--- config.mk ---
export PLATFORM = sky130hd
export DESIGN_NAME = digital_clk_alarm
export DESIGN_NICKNAME = d
export VERILOG_FILES = /design/src/rtl/digital_clk_alarm.sv
export SDC_FILE = /design/constraint.sdc
export NUM_CORES = 1
export LEC_CHECK = 0
export ABC_CLOCK_PERIOD_IN_PS = 5170
export CELL_PAD_IN_SITES_DETAIL_PLACEMENT = 2
export CELL_PAD_IN_SITES_GLOBAL_PLACEMENT = 2
export CORE_AREA = 10 10 123 125
export CTS_CLUSTER_DIAMETER = 30
export CTS_CLUSTER_SIZE = 12
export DETAILED_ROUTE_END_ITERATION = 16
export DIE_AREA = 0 0 133 135
export GPL_TIMING_DRIVEN = 0
export PLACE_DENSITY = 0.91
export SYNTH_ARGS = -nofsm -noshare
export SYNTH_HDL_FRONTEND = slang
export SYNTH_SLANG_ARGS = --single-unit
--- constraint.sdc ---
create_clock -name clk_i -period 5.17 [get_ports clk_i]
set_input_delay 0.7755 -clock clk_i [delete_from_list [all_inputs] [get_ports clk_i]]
set_output_delay 0.7755 -clock clk_i [all_outputs]
set_load 0.01 [all_outputs]
--- src/rtl/digital_clk_alarm.sv ---
// Time-of-day clock with second prescaler, 12/24 h display,
// validated time/alarm load and a ring/snooze alarm FSM.
module digital_clk_alarm #(
    parameter int TICKS_PER_SEC = 100000000,
    parameter int RING_SEC      = 60,
    parameter int SNOOZE_MIN    = 5
) (
    input  logic       clk_i,
    input  logic       reset_i,
    input  logic       mode12_i,
    input  logic       set_i,
    input  logic [4:0] hour_set_i,
    input  logic [5:0] min_set_i,
    input  logic [5:0] sec_set_i,
    input  logic       alarm_set_i,
    input  logic       alarm_en_i,
    input  logic       snooze_i,
    input  logic       stop_i,
    output logic [5:0] sec_o,
    output logic [5:0] min_o,
    output logic [4:0] hour_o,
    output logic       pm_o,
    output logic       tick_o,
    output logic       set_err_o,
    output logic       alarm_o
);

    localparam int PW  = $clog2(TICKS_PER_SEC);
    localparam int SNZ = SNOOZE_MIN * 60;
    localparam int RW  = $clog2(RING_SEC + 1);
    localparam int SW  = $clog2(SNZ + 1);
    localparam logic [PW-1:0] PMAX = PW'(TICKS_PER_SEC - 1);

    typedef enum logic [1:0] {IDLE, RING, SNOOZE} state_t;

    logic [PW-1:0] presc_q;
    logic [5:0]    sec_q, min_q, al_min_q;
    logic [4:0]    hour_q, al_hour_q;
    logic          tick_q, err_q;
    state_t        state_q, state_d;
    logic [RW-1:0] ring_q, ring_d;
    logic [SW-1:0] snz_q, snz_d;

    logic       set_ok, alarm_ok, do_set, do_alarm, tick, match;
    logic [5:0] sec_n, min_n;
    logic [4:0] hour_n;

    assign set_ok   = (hour_set_i < 5'd24) && (min_set_i < 6'd60)
                   && (sec_set_i < 6'd60);
    assign alarm_ok = (hour_set_i < 5'd24) && (min_set_i < 6'd60);
    assign do_set   = set_i && set_ok;
    assign do_alarm = alarm_set_i && alarm_ok;
    // A valid load swallows a coincident tick
    assign tick     = (presc_q == PMAX) && !do_set;

    always_comb begin
        sec_n  = sec_q + 6'd1;
        min_n  = min_q;
        hour_n = hour_q;
        if (sec_q == 6'd59) begin
            sec_n = 6'd0;
            min_n = min_q + 6'd1;
            if (min_q == 6'd59) begin
                min_n  = 6'd0;
                hour_n = (hour_q == 5'd23) ? 5'd0 : hour_q + 5'd1;
            end
        end
    end

    assign match = tick && (hour_n == al_hour_q) && (min_n == al_min_q)
                && (sec_n == 6'd0);

    always_ff @(posedge clk_i or posedge reset_i) begin
        if (reset_i) begin
            presc_q   <= '0;
            sec_q     <= '0;
            min_q     <= '0;
            hour_q    <= '0;
            al_hour_q <= '0;
            al_min_q  <= '0;
            tick_q    <= 1'b0;
            err_q     <= 1'b0;
        end else begin
            tick_q <= tick;
            err_q  <= (set_i && !set_ok) || (alarm_set_i && !alarm_ok);
            if (do_set) begin
                presc_q <= '0;
                sec_q   <= sec_set_i;
                min_q   <= min_set_i;
                hour_q  <= hour_set_i;
            end else if (tick) begin
                presc_q <= '0;
                sec_q   <= sec_n;
                min_q   <= min_n;
                hour_q  <= hour_n;
            end else begin
                presc_q <= presc_q + PW'(1);
            end
            if (do_alarm) begin
                al_hour_q <= hour_set_i;
                al_min_q  <= min_set_i;
            end
        end
    end

    always_comb begin
        state_d = state_q;
        ring_d  = ring_q;
        snz_d   = snz_q;
        if (!alarm_en_i) begin
            state_d = IDLE;
        end else if (do_alarm && state_q != IDLE) begin
            state_d = IDLE;
        end else begin
            unique case (state_q)
                IDLE: begin
                    if (match) begin
                        state_d = RING;
                        ring_d  = RW'(RING_SEC);
                    end
                end
                RING: begin
                    if (stop_i) begin
                        state_d = IDLE;
                    end else if (snooze_i) begin
                        state_d = SNOOZE;
                        snz_d   = SW'(SNZ);
                    end else if (tick) begin
                        ring_d = ring_q - RW'(1);
                        if (ring_q == RW'(1)) state_d = IDLE;
                    end
                end
                SNOOZE: begin
                    if (stop_i) begin
                        state_d = IDLE;
                    end else if (tick) begin
                        snz_d = snz_q - SW'(1);
                        if (snz_q == SW'(1)) begin
                            state_d = RING;
                            ring_d  = RW'(RING_SEC);
                        end
                    end
                end
                default: state_d = IDLE;
            endcase
        end
    end

    always_ff @(posedge clk_i or posedge reset_i) begin
        if (reset_i) begin
            state_q <= IDLE;
            ring_q  <= '0;
            snz_q   <= '0;
        end else begin
            state_q <= state_d;
            ring_q  <= ring_d;
            snz_q   <= snz_d;
        end
    end

    always_comb begin
        hour_o = hour_q;
        if (mode12_i) begin
            if (hour_q == 5'd0)       hour_o = 5'd12;
            else if (hour_q > 5'd12)  hour_o = hour_q - 5'd12;
        end
    end

    assign pm_o      = mode12_i && (hour_q >= 5'd12);
    assign sec_o     = sec_q;
    assign min_o     = min_q;
    assign tick_o    = tick_q;
    assign set_err_o = err_q;
    assign alarm_o   = (state_q == RING);

endmodule

==> impl_metrics.yaml <==
run_status:
  outcome: "finished, final reports clean"
setup_path:
  worst-setup-path-type: "in -> reg"
  cpLargestDelayFamily: "simple AND/OR/NAND/NOR gates"
  worstPathMaxFanout: 10
  worst_path_cell_chain: "clkdlybuf4s50_1 > nand4_1 > nand4_1 > nand4_1 > o21ai_0 > and3_1 > buf_2 > mux2_2 > a31o_1"
  cp_data_required_time_ps: 5400
  r2r_setup_slack_ps: 1820
  critical_path.reg2reg.startpoint: "presc_q[0]"
  timing.critical_path.slowest_cell_delay_ps: 620
  crit_end: "ring_q[0]"
  crit_buf_inv: 2
  reg2reg_to: "ring_q[0]"
  crit_path_frequent_cell: "sky130_fd_sc_hd__nand4_1"
  timing.critical_path.from: "min_set_i[2]"
  critical-path-slowest-cell: "sky130_fd_sc_hd__o21ai_0"
  worst-endpoint-arrival_ps: 4400
  end_kind: "register"
  worstSetupStartpointType: "input port"
  critical_path_cell_count: 9
  ff2ff_path_depth: 10
logic_synthesis:
  synth_seq_area_share_pct: 39.4
  syn_avg_cell_area_sq_um: 8.66
  synthCells: 542
  ys_ff_latch: 74
  dominantRegCellSynth: "sky130_fd_sc_hd__dfrtp_1"
  yosys_warnings: 0
  postSynth.asyncResetShare_pct: 100
  netlist-cell-type-count: 66
  synth_enable_flop_cells: 0
  syn_area_sq_um: 4690
  synth_nets: 579
sta:
  final_critical_path_setup_slack_ps: 1000
  worst_clock_skew_ps: 12.3
  clock.fmax_mhz: 240
  drv_slew: 0
  whs_ps: 497
  tightestPinTransition_ps: 699
  tightest_slew_margin_relative_to_the_limit_pct: 53.4
  setup-tns-final_ps: 0
  finalCriticalPeriod_ps: 4170
  final.period_utilization_pct: 80.6
  unrepaired_setup_endpoints_after_global_routing: "false"
  finalSetupViolations: 0
  hold_viol: 0
layout:
  num_antenna_cells: 0
  areaGrowthSynthToFinish_pct: 22.1
  final_cell_mix: "sky130_fd_sc_hd__dfrtp_1 (74), sky130_fd_sc_hd__nor2_1 (72), sky130_fd_sc_hd__nand2_1 (54), sky130_fd_sc_hd__clkdlybuf4s50_1 (45), sky130_fd_sc_hd__o21ai_0 (32)"
  final-instance-count-excl-fill: 776
  drive_above_1_share_pct: 7.95
  number_of_nets_in_the_finished_design: 636
  most_frequent_standard_cell_in_the_layout_excluding_fill_and_tap_cells: "sky130_fd_sc_hd__dfrtp_1"
clock_tree:
  cts.hold.buffers_added: 0
  max-clock-path-buffers: 2
  cts_resized: 0
  cts_buffers: 9
  post-cts-setup-buffer-count: 0
  clock_slew_at_reported_path_ffs_ps: 60
  clk-insertion-delay-late_ps: 360
  clkSinkCount: 74
  cts_tree: "yes"
  root_buffer_cell: "sky130_fd_sc_hd__clkbuf_16"
  number_of_levels_in_the_clock_h_tree: 3
global_routing:
  grt_start_max_net_pins: 53
  grt_antenna_before_repair: 0
  globalRouteOverflowTotal: 0
  first_global_vias: 5119
  grt_usage_pct: 20.1
  grt_first_pass_wirelength_microns: 28800
power:
  power.static_leakage_nw: 2.41
  power_per_cell_area_nw_per_um2: 314
  peakVddDrop_mv: 0.157
  fin_total_pwr_mw: 1.80
worst_hold_path:
  hp-class: "reg -> reg"
place:
  gp_congestion: 0.868
  dpl.hpwl_microns: 12500
  portBuffers: 45
  dpl_worst_slack_ps: 778
  dpl.cell_count: 760
routing:
  num_vias: 4610
  first_pass_iters: 4
  remaining_drc_errors: 0
  avgRoutedWirePerCell_microns: 23.1
  post_drt_via_cell_ratio: 5.94
  drt-initial-drc-count: 324
  drt_wl_total_microns: 17900
  ant_nets: 0
floorplan:
  ioPinCount: 46
  floorplan.die_area_sq_um: 18000
  core.rowCount: 41
  die_width_microns: 133
  start_util_pct: 37.4
  die_h_microns: 135
  coreArea_sq_um: 12600
job:
  maxCapViolations: 0
[worst reg2reg max path, delay by kind of cell, from the launching register on]
kind / cells / cell delay (ps)
simple gates: 4 / 990
compound gates: 2 / 820
buf+inv: 2 / 430
flops: 1 / 400
mux: 1 / 370
fa+ha+maj: 1 / 210
[worst min path at each step]
| stage | startpoint | end | slack (ps) | depth (start not counted) |
|---|---|---|---|---|
| floorplan | presc_q[0] | presc_q[0] | 450 | 1 |
| detailed placement | presc_q[0] | presc_q[0] | 490 | 1 |
| CTS | presc_q[0] | presc_q[0] | 500 | 1 |
| global placement | snz_q[7] | snz_q[7] | 470 | 1 |
| global route | presc_q[0] | presc_q[0] | 530 | 1 |
| finish | presc_q[0] | presc_q[0] | 500 | 1 |
[Yosys cell counts (all sizes together), types with 4 or more instances]
| cell type | instances | share of area (%) |
|---|---|---|
| o211ai | 4 | 0.64 |
| nor4 | 8 | 1.5 |
| a21oi | 19 | 2.0 |
| o21ai | 36 | 3.8 |
| clkbuf | 15 | 1.2 |
| and3 | 21 | 2.8 |
| a31oi | 14 | 1.9 |
| nand2 | 54 | 4.3 |
| nand2b | 9 | 1.2 |
| nand4 | 12 | 1.6 |
| mux2i | 12 | 2.6 |
| o31ai | 6 | 1.1 |
| nor2b | 6 | 0.80 |
| inv | 17 | 1.4 |
| dfrtp | 74 | 39 |
| xnor2 | 15 | 2.8 |
| and2 | 4 | 0.53 |
| nor2 | 72 | 5.8 |
| nor3 | 14 | 1.7 |
| buf | 8 | 1.3 |
| nand3 | 29 | 3.4 |
| and4 | 5 | 0.93 |
| xor2 | 15 | 2.8 |
| mux2 | 10 | 2.4 |
| ha | 12 | 3.2 |
| or3 | 5 | 0.67 |
[layer usage]
layer	track usage [%]	part of all wire, %	vias up
met3	3.89	3.8	46
li1	-	-	2060
met5	0	0	-
met1	22.6	41	2371
met4	8.44	3.3	0
met2	36.1	52	133
[registers in the layout, indices dropped and copies added (netlist names)]
name / cells
presc_q: 27
snz_q: 9
al_min_q: 6
min_o: 6
ring_q: 6
sec_o: 6
al_hour_q: 5
hour_q: 5
state_q: 2
set_err_o: 1
tick_o: 1
[logic make-up (layout without fill, tap and decap cells)]
kind of cell	count (synthesis)	in the layout	share of synthesized area, %
fa+ha+maj	12	12	3.20
compound gates	105	105	14.1
simple gates	259	259	28.8
flops	74	74	39.4
buf+inv	40	102	3.86
mux	22	22	4.96
xor+xnor	30	30	5.60
[area by class of cell]
class	count	area [sq um]
clock buffer	10	229
clock inverter	6	115
inverter	17	66.3
multi-input combinational	428	2660
sequential	74	1850
tap	172	215
buffer	23	118
timing repair buffer	46	478
fill	1413	6830
[report_power, final]
group	total [mW]	leakage, nW	switching, mW	internal [mW]
Clock	0.755	0.163	0.281	0.474
Sequential	0.677	0.968	0.0579	0.619
Combinational	0.367	1.28	0.211	0.157
Total	1.80	2.41	0.550	1.25
[per-stage QoR]
step	area, sq um	utilization [%]
2_1_floorplan	4690	-
4_1_cts	5730	45.6
3_3_place_gp	5360	42.6
3_5_place_dp	5390	42.9
5_1_grt	5730	45.6
6_report	5730	45.6
Power figures use the tool's default switching activity.
